[config.mk]
export PLATFORM = sky130hd
export DESIGN_NAME = axi_line_burst_writer
export DESIGN_NICKNAME = d
export VERILOG_FILES = /design/src/rtl/axi_wr_pkg.sv /design/src/rtl/axi_wr_addr_gen.sv /design/src/rtl/axi_line_burst_writer.sv
export SDC_FILE = /design/constraint.sdc
export NUM_CORES = 1
export LEC_CHECK = 0
export BUFFER_PORTS_ARGS = -buffer_cell sky130_fd_sc_hd__buf_2
export CAP_MARGIN = 20
export CORE_ASPECT_RATIO = 1.4
export CORE_MARGIN = 5
export CORE_UTILIZATION = 30
export DETAILED_ROUTE_END_ITERATION = 7
export SLEW_MARGIN = 20
export SYNTH_ARGS = -nofsm -noshare
export SYNTH_HDL_FRONTEND = slang
export SYNTH_SLANG_ARGS = --single-unit
[constraint.sdc]
create_clock -name M_AXI_ACLK -period 7.73 [get_ports M_AXI_ACLK]
set_clock_uncertainty 0.1 [all_clocks]
set_input_delay 0.773 -clock M_AXI_ACLK [delete_from_list [all_inputs] [get_ports M_AXI_ACLK]]
set_output_delay 0.773 -clock M_AXI_ACLK [all_outputs]
set_load 0.005 [all_outputs]
[src/rtl/axi_wr_pkg.sv]
// Shared types and elaboration-time helpers for the AXI line burst writer.
// Used by axi_line_burst_writer and axi_wr_addr_gen.
package axi_wr_pkg;

  typedef enum logic [1:0] {
    ST_IDLE = 2'd0,
    ST_AW   = 2'd1,
    ST_W    = 2'd2,
    ST_B    = 2'd3
  } wr_state_e;

  localparam logic [1:0] AXI_BURST_INCR = 2'b01;
  localparam logic [1:0] AXI_RESP_OKAY  = 2'b00;

  function automatic int bytes_per_beat(input int data_w);
    return data_w / 8;
  endfunction

  function automatic int awsize(input int data_w);
    return $clog2(data_w / 8);
  endfunction

  function automatic int bursts_per_line(input int line_beats, input int burst_len);
    return line_beats / burst_len;
  endfunction

  // Counter width that stays legal when only one value is needed.
  function automatic int idx_width(input int n);
    return (n > 1) ? $clog2(n) : 1;
  endfunction

endpackage

[src/rtl/axi_wr_addr_gen.sv]
// Line base address register (stride advance / frame rewind) and per-burst
// address computation. burst_addr reflects the line address being loaded.
module axi_wr_addr_gen
  import axi_wr_pkg::*;
#(
  parameter int                        AXI4_DATA_WIDTH = 128,
  parameter int                        AXI_ADDR_WIDTH  = 32,
  parameter int                        BURST_LEN       = 16,
  parameter int                        IDX_W           = 5,
  parameter logic [AXI_ADDR_WIDTH-1:0] FRAME_BASE_ADDR = 32'h1000_0000,
  parameter int                        LINE_STRIDE     = 7680
) (
  input  logic                      clk,
  input  logic                      rst,
  input  logic                      rewind,
  input  logic                      advance,
  input  logic [IDX_W-1:0]          burst_idx,
  output logic [AXI_ADDR_WIDTH-1:0] burst_addr
);

  localparam logic [AXI_ADDR_WIDTH-1:0] BURST_BYTES =
    AXI_ADDR_WIDTH'(bytes_per_beat(AXI4_DATA_WIDTH) * BURST_LEN);
  localparam logic [AXI_ADDR_WIDTH-1:0] STRIDE = AXI_ADDR_WIDTH'(LINE_STRIDE);

  logic [AXI_ADDR_WIDTH-1:0] line_addr_q, line_addr_d;

  // NOTE: default assignment first so every path drives line_addr_d; no latch.
  always_comb begin
    line_addr_d = line_addr_q;
    if (rewind) begin
      line_addr_d = FRAME_BASE_ADDR;
    end else if (advance) begin
      line_addr_d = line_addr_q + STRIDE;
    end
  end

  // NOTE: state registers use non-blocking assignments only.
  always_ff @(posedge clk) begin
    if (rst) begin
      line_addr_q <= FRAME_BASE_ADDR;
    end else begin
      line_addr_q <= line_addr_d;
    end
  end

  assign burst_addr = line_addr_d + AXI_ADDR_WIDTH'(burst_idx) * BURST_BYTES;

endmodule

[src/rtl/axi_line_burst_writer.sv]
// Drains a FWFT pixel FIFO into DDR as one AXI4 INCR burst train per video line.
// Optional macro AXI_WR_BRESP_CHECK_EN enables the sticky wr_err on non-OKAY BRESP.
module axi_line_burst_writer
  import axi_wr_pkg::*;
#(
  parameter int                        AXI4_DATA_WIDTH = 128,
  parameter int                        AXI_ADDR_WIDTH  = 32,
  parameter int                        BURST_LEN       = 16,
  parameter int                        LINE_BEATS      = 480,
  parameter logic [AXI_ADDR_WIDTH-1:0] FRAME_BASE_ADDR = 32'h1000_0000,
  parameter int                        LINE_STRIDE     = 7680
) (
  input  logic                         M_AXI_ACLK,
  input  logic                         M_AXI_ARESET,
  input  logic                         frame_start,
  input  logic                         AXI_FULL_BURST_VALID,
  output logic                         AXI_FULL_BURST_READY,
  input  logic [AXI4_DATA_WIDTH-1:0]   fifo_rd_data,
  input  logic                         fifo_empty,
  output logic                         fifo_rd_en,
  output logic [AXI_ADDR_WIDTH-1:0]    M_AXI_AWADDR,
  output logic [7:0]                   M_AXI_AWLEN,
  output logic [2:0]                   M_AXI_AWSIZE,
  output logic [1:0]                   M_AXI_AWBURST,
  output logic                         M_AXI_AWVALID,
  input  logic                         M_AXI_AWREADY,
  output logic [AXI4_DATA_WIDTH-1:0]   M_AXI_WDATA,
  output logic [AXI4_DATA_WIDTH/8-1:0] M_AXI_WSTRB,
  output logic                         M_AXI_WLAST,
  output logic                         M_AXI_WVALID,
  input  logic                         M_AXI_WREADY,
  input  logic [1:0]                   M_AXI_BRESP,
  input  logic                         M_AXI_BVALID,
  output logic                         M_AXI_BREADY,
  output logic                         busy,
  output logic                         wr_err
);

  localparam int BPL         = bursts_per_line(LINE_BEATS, BURST_LEN);
  localparam int IDX_W       = idx_width(BPL);
  localparam int CNT_W       = idx_width(BURST_LEN);
  localparam int BURST_BYTES = bytes_per_beat(AXI4_DATA_WIDTH) * BURST_LEN;
  localparam logic [IDX_W-1:0] LAST_IDX  = IDX_W'(BPL - 1);
  localparam logic [CNT_W-1:0] LAST_BEAT = CNT_W'(BURST_LEN - 1);

  if ((LINE_BEATS % BURST_LEN) != 0) begin : g_bad_line
    $error("LINE_BEATS must be a multiple of BURST_LEN");
  end
  if ((4096 % BURST_BYTES) != 0) begin : g_bad_burst
    $error("burst byte count must divide 4096");
  end
  if ((FRAME_BASE_ADDR % BURST_BYTES) != 0 || (LINE_STRIDE % BURST_BYTES) != 0) begin : g_bad_align
    $error("FRAME_BASE_ADDR and LINE_STRIDE must be burst aligned");
  end

  wr_state_e                 state_q, state_d;
  logic [IDX_W-1:0]          burst_idx_q, burst_idx_d;
  logic [CNT_W-1:0]          beat_cnt_q, beat_cnt_d;
  logic                      pend_rewind_q, pend_rewind_d;
  logic                      ready_q, ready_d;
  logic                      awvalid_q, awvalid_d;
  logic [AXI_ADDR_WIDTH-1:0] awaddr_q, awaddr_d;
  logic                      wlast_q, wlast_d;
  logic                      bready_q, bready_d;
  logic                      busy_q, busy_d;
  logic                      rewind, advance, w_hs;
  logic [AXI_ADDR_WIDTH-1:0] next_burst_addr;

  axi_wr_addr_gen #(
    .AXI4_DATA_WIDTH (AXI4_DATA_WIDTH),
    .AXI_ADDR_WIDTH  (AXI_ADDR_WIDTH),
    .BURST_LEN       (BURST_LEN),
    .IDX_W           (IDX_W),
    .FRAME_BASE_ADDR (FRAME_BASE_ADDR),
    .LINE_STRIDE     (LINE_STRIDE)
  ) u_addr_gen (
    .clk        (M_AXI_ACLK),
    .rst        (M_AXI_ARESET),
    .rewind     (rewind),
    .advance    (advance),
    .burst_idx  (burst_idx_d),
    .burst_addr (next_burst_addr)
  );

  assign M_AXI_WVALID = (state_q == ST_W) && !fifo_empty;
  assign w_hs         = M_AXI_WVALID && M_AXI_WREADY;

  always_comb begin
    state_d       = state_q;
    burst_idx_d   = burst_idx_q;
    beat_cnt_d    = beat_cnt_q;
    pend_rewind_d = pend_rewind_q || (frame_start && state_q != ST_IDLE);
    rewind        = 1'b0;
    advance       = 1'b0;
    case (state_q)
      ST_IDLE: begin
        rewind = frame_start;
        if (AXI_FULL_BURST_VALID && ready_q) begin
          state_d     = ST_AW;
          burst_idx_d = '0;
        end
      end
      ST_AW: begin
        if (M_AXI_AWREADY) begin
          state_d    = ST_W;
          beat_cnt_d = '0;
        end
      end
      ST_W: begin
        if (w_hs) begin
          beat_cnt_d = beat_cnt_q + CNT_W'(1);
          if (wlast_q) state_d = ST_B;
        end
      end
      ST_B: begin
        if (M_AXI_BVALID) begin
          if (burst_idx_q != LAST_IDX) begin
            burst_idx_d = burst_idx_q + IDX_W'(1);
            state_d     = ST_AW;
          end else begin
            // A frame_start seen during the line wins over the stride step.
            state_d       = ST_IDLE;
            rewind        = pend_rewind_q || frame_start;
            advance       = !(pend_rewind_q || frame_start);
            pend_rewind_d = 1'b0;
          end
        end
      end
      default: state_d = ST_IDLE;
    endcase

    // Control outputs are registered from the next state.
    ready_d   = (state_d == ST_IDLE);
    awvalid_d = (state_d == ST_AW);
    bready_d  = (state_d == ST_B);
    busy_d    = (state_d != ST_IDLE);
    wlast_d   = (state_d == ST_W) && (beat_cnt_d == LAST_BEAT);
    awaddr_d  = awaddr_q;
    if (state_d == ST_AW && state_q != ST_AW) awaddr_d = next_burst_addr;
  end

  always_ff @(posedge M_AXI_ACLK) begin
    if (M_AXI_ARESET) begin
      state_q       <= ST_IDLE;
      burst_idx_q   <= '0;
      beat_cnt_q    <= '0;
      pend_rewind_q <= 1'b0;
      ready_q       <= 1'b0;
      awvalid_q     <= 1'b0;
      awaddr_q      <= '0;
      wlast_q       <= 1'b0;
      bready_q      <= 1'b0;
      busy_q        <= 1'b0;
    end else begin
      state_q       <= state_d;
      burst_idx_q   <= burst_idx_d;
      beat_cnt_q    <= beat_cnt_d;
      pend_rewind_q <= pend_rewind_d;
      ready_q       <= ready_d;
      awvalid_q     <= awvalid_d;
      awaddr_q      <= awaddr_d;
      wlast_q       <= wlast_d;
      bready_q      <= bready_d;
      busy_q        <= busy_d;
    end
  end

  assign AXI_FULL_BURST_READY = ready_q;
  assign M_AXI_AWVALID        = awvalid_q;
  assign M_AXI_AWADDR         = awaddr_q;
  assign M_AXI_AWLEN          = 8'(BURST_LEN - 1);
  assign M_AXI_AWSIZE         = 3'(awsize(AXI4_DATA_WIDTH));
  assign M_AXI_AWBURST        = AXI_BURST_INCR;
  assign M_AXI_WDATA          = fifo_rd_data;
  assign M_AXI_WSTRB          = '1;
  assign M_AXI_WLAST          = wlast_q;
  assign fifo_rd_en           = w_hs;
  assign M_AXI_BREADY         = bready_q;
  assign busy                 = busy_q;

`ifdef AXI_WR_BRESP_CHECK_EN
  logic wr_err_q, wr_err_d;

  always_comb begin
    wr_err_d = wr_err_q || (bready_q && M_AXI_BVALID && (M_AXI_BRESP != AXI_RESP_OKAY));
  end

  always_ff @(posedge M_AXI_ACLK) begin
    if (M_AXI_ARESET) begin
      wr_err_q <= 1'b0;
    end else begin
      wr_err_q <= wr_err_d;
    end
  end

  assign wr_err = wr_err_q;
`else
  logic unused_bresp;
  assign unused_bresp = ^M_AXI_BRESP;
  assign wr_err       = 1'b0;
`endif

endmodule
# [After elaboration in Yosys (flattened, before gate mapping)]
# Cells that the tools add are included.
[word_totals] reg_bits=81 input_bits=138 output_inout_bits=197 elab_cells=63
[classes] addsub=4 n_eq_ne=9 muxes=25 reduce_logical=14
[op_table] cell="$mux W32" n=2
[op_table] cell="$add A32 B13 Y32" n=1
[op_table] cell="$add A32 B13 Y32 const B" n=1
[op_table] cell="$mux W5" n=3
[op_table] cell="$mux W2" n=5
[op_table] cell="$pmux W5 S2" n=1
[op_table] cell="$mux W1" n=9
[op_table] cell="$eq A2 B2 Y1 const B" n=4
[op_table] cell="$mux W4" n=2
[op_table] cell="$pmux W2 S4" n=1
[op_table] cell="$pmux W4 S2" n=1
[op_table] cell="$logic_and A1 B1 Y1" n=6
[op_table] cell="$add A5 B1 Y5 const B" n=1
[op_table] cell="$ne A5 B5 Y1 const B" n=1
[op_table] cell="$add A4 B1 Y4 const B" n=1
[op_table] cell="$eq A2 B1 Y1 const B" n=2
[op_table] cell="$eq A4 B4 Y1 const B" n=1
[op_table] cell="$logic_not A2 Y1" n=2
[op_table] cell="$reduce_bool A2 Y1" n=2
[op_table] cell="$logic_not A1 Y1" n=2
[op_table] cell="$logic_or A1 B1 Y1" n=2
[op_table] cell="$ne A2 B1 Y1 const B" n=1
[op_table] cell="$pmux W1 S2" n=1

# [Logic depth before layout (Yosys ltp)]
# Gate-level depths: netlist of the first run.
[logic_depth] word_depth=8 depth_mapped=18 mapped_depth_nobuf=17

# [By module]
# From an unflattened synthesis of the first run, not the netlist that was laid out.
[unflattened] hier_cells=720 area_unflattened_um2=6024.5
[modules_own_cells] module="axi_line_burst_writer" instances=1 cells_each=430 area_each_um2=3701.0 seq_area_each_um2=980.9
[modules_own_cells] module="axi_wr_addr_gen" instances=1 cells_each=290 area_each_um2=2323.5 seq_area_each_um2=640.6

# [Worst setup path after synthesis of the first run]
# Ideal clock, no wire load.
[synth_path] kind="input to register" startpoint="in M_AXI_BVALID" endpoint="reg awaddr_q[21] (netlist: M_AXI_AWADDR[21])" setup_ps=86 arrival_time_ps=4077 required_ps=7544 setup_slack_ps=3468 path_stages=16 n_path_buf=3 cell_sequence="buf_2 o211a_1 a22oi_1 nor2_1 clkbuf_1 buf_1 nor2_1 ha_1 o21ai_0 o21bai_1 a21o_1 or3b_1 or4_1 nor2_1 xnor2_1 a211oi_1"
[synth_via] elab_chain_cells=5 elab_cells_between_ends=13 cone_classes="add/sub: 1; eq/ne: 1; mux: 10; reduce/logical: 1"
[synth_lines] element="start, declared" line="axi_line_burst_writer.sv:33" source="input logic M_AXI_BVALID,"
[synth_lines] element="$mux W1" line="axi_line_burst_writer.sv:116" source="if (M_AXI_BVALID) begin"
[synth_lines] element="$mux W1" line="axi_line_burst_writer.sv:95" source="case (state_q)"
[synth_lines] element="$mux W32" line="axi_wr_addr_gen.sv:32" source="end else if (advance) begin"
[synth_lines] element="$mux W32 (*)" line="axi_wr_addr_gen.sv:30" source="if (rewind) begin"
[synth_lines] element="named net u_addr_gen.line_addr_d[10]" line="axi_wr_addr_gen.sv:25" source="logic [AXI_ADDR_WIDTH-1:0] line_addr_q, line_addr_d;"
[synth_lines] element="$add A32 B13 Y32 (*)" line="axi_wr_addr_gen.sv:46" source="assign burst_addr = line_addr_d + AXI_ADDR_WIDTH'(burst_idx) * BURST_BYTES;"
[synth_lines] element="end signal, assigned" line="axi_line_burst_writer.sv:161" source="awaddr_q <= awaddr_d;"
[synth_lines] element="end, declared" line="axi_line_burst_writer.sv:62" source="logic [AXI_ADDR_WIDTH-1:0] awaddr_q, awaddr_d;"
# The timed path passes the listed nets; every way through them passes the cells marked *.
# A chain may end at the register's enable or synchronous reset.

# [Final worst setup path of the first run]
[layout_path] startpoint="reg state_q[0]" endpoint="reg awaddr_q[28] (netlist: M_AXI_AWADDR[28])"
[layout_via] elab_cells_between_ends=21 cone_classes="add/sub: 1; eq/ne: 5; mux: 11; reduce/logical: 4"
[layout_lines] element="start, declared" line="axi_line_burst_writer.sv:56" source="wr_state_e state_q, state_d;"
[layout_lines] element="start signal, assigned" line="axi_line_burst_writer.sv:155" source="state_q <= state_d;"
[layout_lines] element="$eq A2 B2 Y1" line="axi_line_burst_writer.sv:95"
[layout_lines] element="$mux W1" line="axi_line_burst_writer.sv:95"
[layout_lines] element="$mux W32" line="axi_wr_addr_gen.sv:32"
[layout_lines] element="$mux W32 (*)" line="axi_wr_addr_gen.sv:30"
[layout_lines] element="named net u_addr_gen.line_addr_d[8]" line="axi_wr_addr_gen.sv:25"
[layout_lines] element="$add A32 B13 Y32 (*)" line="axi_wr_addr_gen.sv:46"
# Marks and branches as above.

==> results.cfg, run 1 <==
[pwr]
ir_worst_vdd_mv = 0.138
p_int_mw = 0.847
clock_power_share_pct = 30.8
power.density_nw_per_um2 = 272
p_total_mw = 1.39
switching_share_pct = 39.0
p_switching_mw = 0.541
p_leak_nw = 1.97
combPwrFrac_pct = 34.6
pwr-share-seq_pct = 34.6

[clocking]
cts_tree = yes
clkTransAtPathRegs_ns = 0.06
htree_levels = 3
cts_setup_buffers = 0
root_buffer = clkbuf_16
cts_sinks = 81
cts_buffers = 9
cts_hold_buffers = 0
clk-insertion-delay-late_ns = 0.34
cts_resized = 0
clockBufferDepth = 2

[synth]
syn-instance-count = 677
seq_area_frac_synth_pct = 29.8
synth_ff_type = dfxtp_1
ys_ff_latch = 81
ys_async_sr_fraction_pct = 0
synth_edf_count = 0
ys_warn_count = 0
synth_area_um2 = 5450
synth_cell_types = 61
syn_avg_cell_area_um2 = 8.04

[routing]
drc = 0
drt_wl_total_um = 12900
vias = 4017
dr.pass1.iters = 4
ant_nets = 0
viasPerCell = 4.86
wire_per_inst_um = 15.6
drt-initial-drc-count = 168

[global_routing]
first_global_vias = 3868
antenna_found_initial = 0
grt_usage_pct = 12.2
grt_max_degree = 65
grt_pass1_wl_um = 20200
grt-ovfl-total = 0

[timing]
final_max_slew_viol_count = 0
fin_setup_tns_ns = 0
fmaxAchievable_ghz = 0.226
grt_setup_unrepaired = no
timing.final.crit_period_ns = 4.42
maxSlewHeadroom_pct = 34.6
worst_pin_slew_ns = 0.973
hold_viol = 0
setup_violations = 0
fin_crit_sh_pct = 57.1

[hold_path]
whs_path_depth = 2
worstHoldEndpoint = M_AXI_AWADDR[3]$_SDFFE_PP0P_
min-delay-start = M_AXI_AWADDR[3]$_SDFFE_PP0P_
hp-class = flip-flop to flip-flop

[setup_path]
crit-reg2reg-launch = state_q[0]$_SDFF_PP0_
crit_path_end_kind = flip-flop
reg2reg_setup_slack_ns = 3.31
worstRegToRegCells = 14
rr_endpoint = M_AXI_AWADDR[28]$_SDFFE_PP0P_
slowest_stage = nor4_1
cpPeakStageDelay_ns = 0.50
worstPathArrival_ns = 4.52
critPathKind = flip-flop to flip-flop
startpoint_type = flip-flop
worst-path-max-fanout = 22
cp.required_ns = 7.83
path_cells = ha_1, and4_1, a22oi_1, or2_2, and2_1, ha_1, fa_1, a21o_1, a21o_1, a21oi_1, nor4_2, nand4_1, nor4_1, o211ai_1

[cells_and_area]
instances_no_fill = 826
fillers = 1954
syn2layout_area_growth_pct = -6.09
final_common_cell = dfxtp_1
layout-drive-gt1-share_pct = 14.0
layout_common_cells = 81 x dfxtp_1, 63 x nor2_1, 58 x nand2_1
diodes = 0
nets = 734

[job]
maxCapViolCount = 0

[placed_design]
place_inst = 810
hpwl_um = 9330
gp_congestion = 0.827
port_buffers = 46

[floorplanning]
die_area_um2 = 21000
coreArea_um2 = 17900
die_width_um = 124
die_h_um = 169
initial_utilization_pct = 30.4
num_io_pins = 335
rows = 58

[outcome]
status = completed
[power by group through the flow]
stage / Combinational, mW / Clock (mW) / Sequential (mW)
3_3_place_gp: 0.477 / 0 / 0.489
2_1_floorplan: 0.405 / 0 / 0.489
3_5_place_dp: 0.482 / 0 / 0.490
4_1_cts: 0.485 / 0.439 / 0.480
6_report: 0.480 / 0.428 / 0.480
5_1_grt: 0.544 / 0.457 / 0.485
[registers in the layout, indices dropped and copies added (netlist names)]
signal,cells
state_q,2
burst_idx_q,5
u_addr_gen.line_addr_q,32
pend_rewind_q,1
M_AXI_WLAST,1
M_AXI_AWVALID,1
busy,1
M_AXI_BREADY,1
beat_cnt_q,4
AXI_FULL_BURST_READY,1
M_AXI_AWADDR,32
[worst max-delay path, delay by kind of cell (launching register included)]
kind	cells	cell delay (ns)
flip-flops	1	0.37
AO/OA/AOI/OAI	5	0.76
AND/OR/NAND/NOR	6	2.26
adder cells (fa/ha/maj)	3	0.77
[area by class of cell]
class | count | area (µm²) | area share, %
clock buffers | 10 | 229 | 4.48
clock inverters | 6 | 68.8 | 1.35
inverters | 14 | 52.6 | 1.03
multi-input cells | 426 | 2590 | 50.6
flip-flops and latches | 81 | 1620 | 31.7
well taps | 240 | 300 | 5.87
repair buffers | 49 | 253 | 4.94
[worst max path at each step]
stage | startpoint | to | slack [ns] | depth (start not counted)
after floorplan | M_AXI_BVALID | M_AXI_AWADDR[21]$_SDFFE_PP0P_ | 3.47 | 16
after global placement | M_AXI_BVALID | M_AXI_AWADDR[31]$_SDFFE_PP0P_ | 3.17 | 15
after detailed placement | M_AXI_BVALID | M_AXI_AWADDR[31]$_SDFFE_PP0P_ | 3.16 | 15
after CTS | state_q[0]$_SDFF_PP0_ | M_AXI_AWADDR[28]$_SDFFE_PP0P_ | 3.28 | 14
after global routing | state_q[0]$_SDFF_PP0_ | M_AXI_AWADDR[28]$_SDFFE_PP0P_ | 2.96 | 15
final | state_q[0]$_SDFF_PP0_ | M_AXI_AWADDR[28]$_SDFFE_PP0P_ | 3.31 | 14
[per-layer routing]
layer  vias to the layer above  track usage [%]  wire length, µm
met5                         -                0                0
met3                       125             2.63              922
li1                       1927                -                -
met4                         0             11.9             1330
met1                      1820             13.1             4750
met2                       145             19.3             5890
[through the flow]
stage	hold WS, ns	utilization, %	cell area [µm²]	setup WS [ns]
floorplan	0.329	-	5550	3.47
CTS	0.352	28.5	5110	3.28
finish	0.349	28.5	5110	3.31
global route	0.374	28.5	5110	2.96
detailed placement	0.343	26.9	4820	3.16
global placement	0.339	26.9	4820	3.17
[cells by family (layout without fill, tap and decap cells)]
group | after synthesis | in the layout | share of synthesized area (%)
simple gates | 248 | 248 | 24.0
compound gates | 94 | 94 | 11.3
flops | 81 | 81 | 29.8
fa+ha+maj | 15 | 15 | 3.58
mux | 4 | 4 | 0.850
other cells | 2 | 30 | 0.138
xor+xnor | 35 | 35 | 5.63
buf+inv | 198 | 79 | 24.7
[synth_stat cells (2+ instances only)]
cell	count	area, µm²
buf_4	159	1190
dfxtp_1	81	1620
nor2_1	63	236
nand2_1	58	218
a21oi_1	27	135
clkbuf_1	20	75.1
nand3_1	20	100
nor3_1	18	90.1
xor2_1	18	158
xnor2_1	17	149
nand4_1	16	100
a211oi_1	15	113
and2_1	14	87.6
ha_1	14	175
inv_1	14	52.6
o21ai_0	13	65.1
nor2b_1	11	68.8
nor4_1	8	50.1
a21o_1	6	45.0
a22oi_1	6	45.0
or3_1	6	37.5
a31oi_1	4	25.0
buf_2	4	20.0
o22ai_1	4	25.0
or2_2	4	25.0
or4_1	4	30.0
a22o_1	3	26.3
and3_1	3	18.8
and4_1	3	26.3
nand2b_1	3	18.8
nand3b_1	3	22.5
conb_1	2	7.51
mux2i_1	2	20.0
nor4_4	2	42.5
o211ai_1	2	15.0
o21ai_1	2	10.0
o31a_1	2	17.5
o31ai_1	2	15.0
or3b_1	2	17.5
Power figures use the tool's default switching activity.
==> run 2, diff against run 1 <==
clock period = 4.2 ns   (was 7.73 ns; I/O delays follow)
==> run 2 against run 1 <==
Global-route usage grew 0.10 points. Die area unchanged. Setup slack lost 3.0 ns. Core utilization grew 0.48 points. Final cell count up 1.2%. Count of clock-buffer cells in the layout increased by 3. Sequential power increased by 84%. Non-clock buffer count up 11. Critical path type unchanged. Critical path depth stayed put. Cell area is 1.7% higher. Via count down 1.2%. Power is 84% higher.
==> results.cfg, run 2 (synthesis gave the netlist of run 1 again) <==
[clocking]
clkTransAtPathRegs_ns = 0.06
clockBufferDepth = 2
cts_sinks = 81
cts_hold_buffers = 0
cts_setup_buffers = 0
cts_buffers = 9
root_buffer = clkbuf_16
cts_tree = yes
clk-insertion-delay-late_ns = 0.33
htree_levels = 3

[timing]
fmaxAchievable_ghz = 0.258
fin_crit_sh_pct = 92.3
grt_setup_unrepaired = no
whs_ns = 0.346
fin_setup_tns_ns = 0
final_max_slew_viol_count = 0
timing.final.crit_period_ns = 3.88
maxSlewHeadroom_pct = 49.4
worst_pin_slew_ns = 0.759
hold_viol = 0
setup_violations = 0

[setup_path]
startpoint_type = flip-flop
critPathKind = flip-flop to flip-flop
worst-path-max-fanout = 11
path_cells = inv_1, ha_2, a21oi_1, nand2_1, a22o_1, ha_1, o21ai_0, o21bai_1, a21o_1, or3b_1, nand4b_1, nor4_2, xnor2_1, a211oi_1
crit_path_end_kind = flip-flop
cp.required_ns = 4.34
slowest_stage = or3b_1
cpPeakStageDelay_ns = 0.45
worstPathArrival_ns = 4.02

[cells_and_area]
syn2layout_area_growth_pct = -4.50
layout-drive-gt1-share_pct = 16.1
multi_input_area_um2 = 2610
nets = 745
register_area_um2 = 1620
layout_common_cells = 81 x dfxtp_1, 62 x nor2_1, 58 x nand2_1
final_common_cell = dfxtp_1
fillers = 1967
diodes = 0

[routing]
viasPerCell = 4.75
drt-initial-drc-count = 182
drt_wl_total_um = 13000
dr.pass1.iters = 4
vias = 3969
drc = 0
ant_nets = 0
wire_per_inst_um = 15.6

[pwr]
pwr-share-seq_pct = 34.6
clock_power_share_pct = 29.3
p_int_mw = 1.57
switching_share_pct = 38.4
combPwrFrac_pct = 36.1
p_total_mw = 2.55
ir_worst_vdd_mv = 0.355
power.density_nw_per_um2 = 490
p_switching_mw = 0.979
p_leak_nw = 2.02

[global_routing]
antenna_found_initial = 0
first_global_vias = 4003
grt_usage_pct = 12.3
grt-ovfl-total = 0
grt_pass1_wl_um = 20300
grt_max_degree = 48

[floorplanning]
die_width_um = 124
coreArea_um2 = 17900
rows = 58
initial_utilization_pct = 30.4
die_area_um2 = 21000
num_io_pins = 335
die_h_um = 169

[placed_design]
gp_congestion = 0.843
port_buffers = 46
hpwl_um = 9590

[job]
maxCapViolCount = 0

[outcome]
status = completed

[hold_path]
hp-class = input port to flip-flop
run 2: changes by cell type in the layout (fill, tap and decap cells not counted), sizes merged:
cell / previous run / this run
clkbuf: 10 / 13
bufinv: 1 / 0
clkinv: 4 / 1
buf: 49 / 60
run 2: stage by stage:
stage	util (%)	setup slack, ns	instances	area [µm²]
after floorplan	-	0.0833	705	5550
after global placement	27.3	0.272	821	4900
after detailed placement	27.3	0.243	821	4900
after CTS	28.9	0.180	836	5180
after global routing	29.0	0.0213	836	5200
final	29.0	0.322	836	5200
run 2: final timing paths:
check	slack, ns	depth (start not counted)	start	end
hold / removal	0.35	3	frame_start	pend_rewind_q$_SDFF_PP0_
setup reg to reg	0.32	14	state_q[0]$_SDFF_PP0_	M_AXI_AWADDR[31]$_SDFFE_PP0P_
hold reg to reg	0.35	2	M_AXI_AWADDR[1]$_SDFFE_PP0P_	M_AXI_AWADDR[1]$_SDFFE_PP0P_
setup / recovery	0.32	14	state_q[0]$_SDFF_PP0_	M_AXI_AWADDR[31]$_SDFFE_PP0P_
run 2: critical path: cells and delay by family, from the launching register on:
family	cells	cell delay [ns]
and+or+nand+nor	4	1.22
AOI/OAI and AO/OA	6	1.10
adders and majority gates	2	0.72
DFF	1	0.43
buffers and inverters	1	0.13
xor gates and xnor gates	1	0.10
run 2: layout make-up:
cell class | instances | share of cell area, %
multi-input combinational | 426 | 50.1
sequential | 81 | 31.2
tap | 240 | 5.77
clock buffer | 13 | 5.20
clock inverter | 2 | 0.241
timing repair buffer | 60 | 6.45
inverter | 14 | 1.01
run 2: timing repair:
| action | CTS | global route |
|---|---|---|
| resized for setup | 0 | 5 |
| setup endpoints to repair | 0 | 3 |
| endpoints found under the hold margin | 0 | 0 |
run 2: layer usage:
metal / track usage, % / vias to the layer above / part of all wire, % / routed length (µm)
li1: - / 1946 / - / -
met3: 3.20 / 116 / 7.2 / 941
met2: 20.2 / 127 / 46 / 5980
met5: 0 / - / 0 / 0
met4: 11.9 / 0 / 9.5 / 1250
met1: 12.3 / 1780 / 37 / 4870
run 2: power groups by stage:
| stage | sequential, mW | clock, mW | combinational, mW |
|---|---|---|---|
| global placement | 0.898 | 0 | 0.911 |
| detailed placement | 0.899 | 0 | 0.914 |
| floorplan | 0.899 | 0 | 0.746 |
| finish | 0.883 | 0.747 | 0.920 |
| CTS | 0.883 | 0.766 | 0.919 |
| global route | 0.892 | 0.801 | 1.04 |
==> run 3, diff against run 2 <==
clock period = 3.7 ns   (was 4.2 ns; I/O delays follow)
==> run 3 against run 2 <==
Non-clock buffer count up 32. Fmax up 10%. Sequential cell count unchanged. Cell area up 7.5%. Count of clock-buffer cells in the layout down 4. Sequential power up 13%. Power up 26%. Critical path type unchanged. Clock power up 43%. Sequential share of layout area down 2.0 points. First-iteration DRC count down 2.2%. Critical path depth unchanged. Die area unchanged.
==> results.cfg, run 3 (synthesis gave the netlist of run 1 again) <==
[timing]
fin_crit_sh_pct = 95.3
maxSlewHeadroom_pct = 55.4
setup_violations = 0
final_max_slew_viol_count = 0
grt_setup_unrepaired = yes
fmaxAchievable_ghz = 0.284
whs_ns = 0.307
timing.final.crit_period_ns = 3.53
finalWorstSetupSlack_ns = 0.173
hold_viol = 0
worst_pin_slew_ns = 0.669

[routing]
vias = 4114
drt_wl_total_um = 14400
ant_nets = 0
drt-initial-drc-count = 178
wire_per_inst_um = 16.5
dr.pass1.iters = 4
drc = 0
viasPerCell = 4.73

[global_routing]
antenna_found_initial = 0
grt_pass1_wl_um = 22000
grt-ovfl-total = 0
first_global_vias = 3923
grt_usage_pct = 13.6
grt_max_degree = 48

[placed_design]
port_buffers = 46
hpwl_um = 11000
pre_cts_slack_ns = 0.0778
gp_congestion = 0.864

[setup_path]
cp_top_family = simple AND/OR/NAND/NOR gates
cp.required_ns = 3.86
crit_buf_inv = 1
startpoint_type = flip-flop
worst-path-max-fanout = 8
critPathKind = flip-flop to flip-flop
slowest_stage = or3b_4
cpPeakStageDelay_ns = 0.42
path_cells = inv_1, ha_2, a21oi_1, nand2_1, a22o_1, ha_1, o21ai_0, o21bai_1, a21o_1, or3b_4, nand4b_1, nor4_1, xnor2_1, a211oi_1
worstPathArrival_ns = 3.69
crit_path_end_kind = flip-flop

[clocking]
clk-insertion-delay-late_ns = 0.34
cts_buffers = 9
root_buffer = clkbuf_16
htree_levels = 3
clkTransAtPathRegs_ns = 0.07
clockBufferDepth = 2
cts_tree = yes
cts_sinks = 81

[hold_path]
hp-class = input port to flip-flop

[floorplanning]
die_area_um2 = 21000
num_io_pins = 335
rows = 58
die_width_um = 124
initial_utilization_pct = 30.4
die_h_um = 169
coreArea_um2 = 17900

[cells_and_area]
layout_common_cells = 78 x dfxtp_1, 62 x nor2_1, 58 x nand2_1
fillers = 1902
layout-drive-gt1-share_pct = 23.2
final_common_cell = dfxtp_1
final_util_pct = 31.2
multi_input_area_um2 = 2680
nets = 777
register_area_um2 = 1630
syn2layout_area_growth_pct = 2.69
diodes = 0

[pwr]
power.density_nw_per_um2 = 575
ir_worst_vdd_mv = 0.251
p_leak_nw = 2.22

[outcome]
status = completed

[job]
maxCapViolCount = 0
run 3: what timing repair did:
action / CTS / global route
setup endpoints to repair: 0 / 14
buffers inserted: 0 / 2
hold buffers: 0 / 0
resized for setup: 0 / 16
run 3: path summary, 6_finish.rpt:
kind / from / endpoint / slack (ns) / cells past startpoint
worst max-delay path: state_q[1]$_SDFF_PP0_ / M_AXI_AWADDR[31]$_SDFFE_PP0P_ / 0.17 / 14
worst min-delay path: frame_start / pend_rewind_q$_SDFF_PP0_ / 0.31 / 3
worst max register to register: state_q[1]$_SDFF_PP0_ / M_AXI_AWADDR[31]$_SDFFE_PP0P_ / 0.17 / 14
worst min register to register: M_AXI_AWADDR[6]$_SDFFE_PP0P_ / M_AXI_AWADDR[6]$_SDFFE_PP0P_ / 0.35 / 2
run 3: stage by stage:
stage / TNS [ns] / cells / area [µm²] / power [mW]
finish: 0 / 869 / 5590 / 3.22
global route: -0.270 / 869 / 5590 / 3.44
CTS: 0 / 867 / 5520 / 3.25
detailed placement: 0 / 851 / 5170 / 2.17
global placement: 0 / 851 / 5170 / 2.16
floorplan: 0 / 705 / 5610 / 1.91
run 3: worst min-delay path, cell delays in order:
cell     delay (ns)
buf_2          0.13
a21oi_1        0.14
nor3_1         0.06
run 3: where the power goes:
part	internal, mW	total (mW)	switching, mW
combinational	0.397	1.14	0.744
clock	0.674	1.07	0.397
sequential	0.960	1.00	0.0450
total	2.03	3.22	1.19
run 3: routing by layer:
metal | part of all wire (%) | vias to the layer above | global-route usage (%) | wire (µm)
li1 | - | 2018 | - | -
met1 | 35 | 1836 | 14.0 | 5090
met2 | 45 | 152 | 21.6 | 6410
met3 | 12 | 108 | 5.27 | 1770
met4 | 7.6 | 0 | 11.4 | 1090
met5 | 0 | - | 0 | 0
run 3: layout make-up:
cell class | count | area share, %
clock buffer | 9 | 4.03
tap | 240 | 5.37
inverter | 14 | 0.940
clock inverter | 7 | 2.33
timing repair buffer | 92 | 10.3
multi-input combinational | 426 | 47.9
sequential | 81 | 29.2
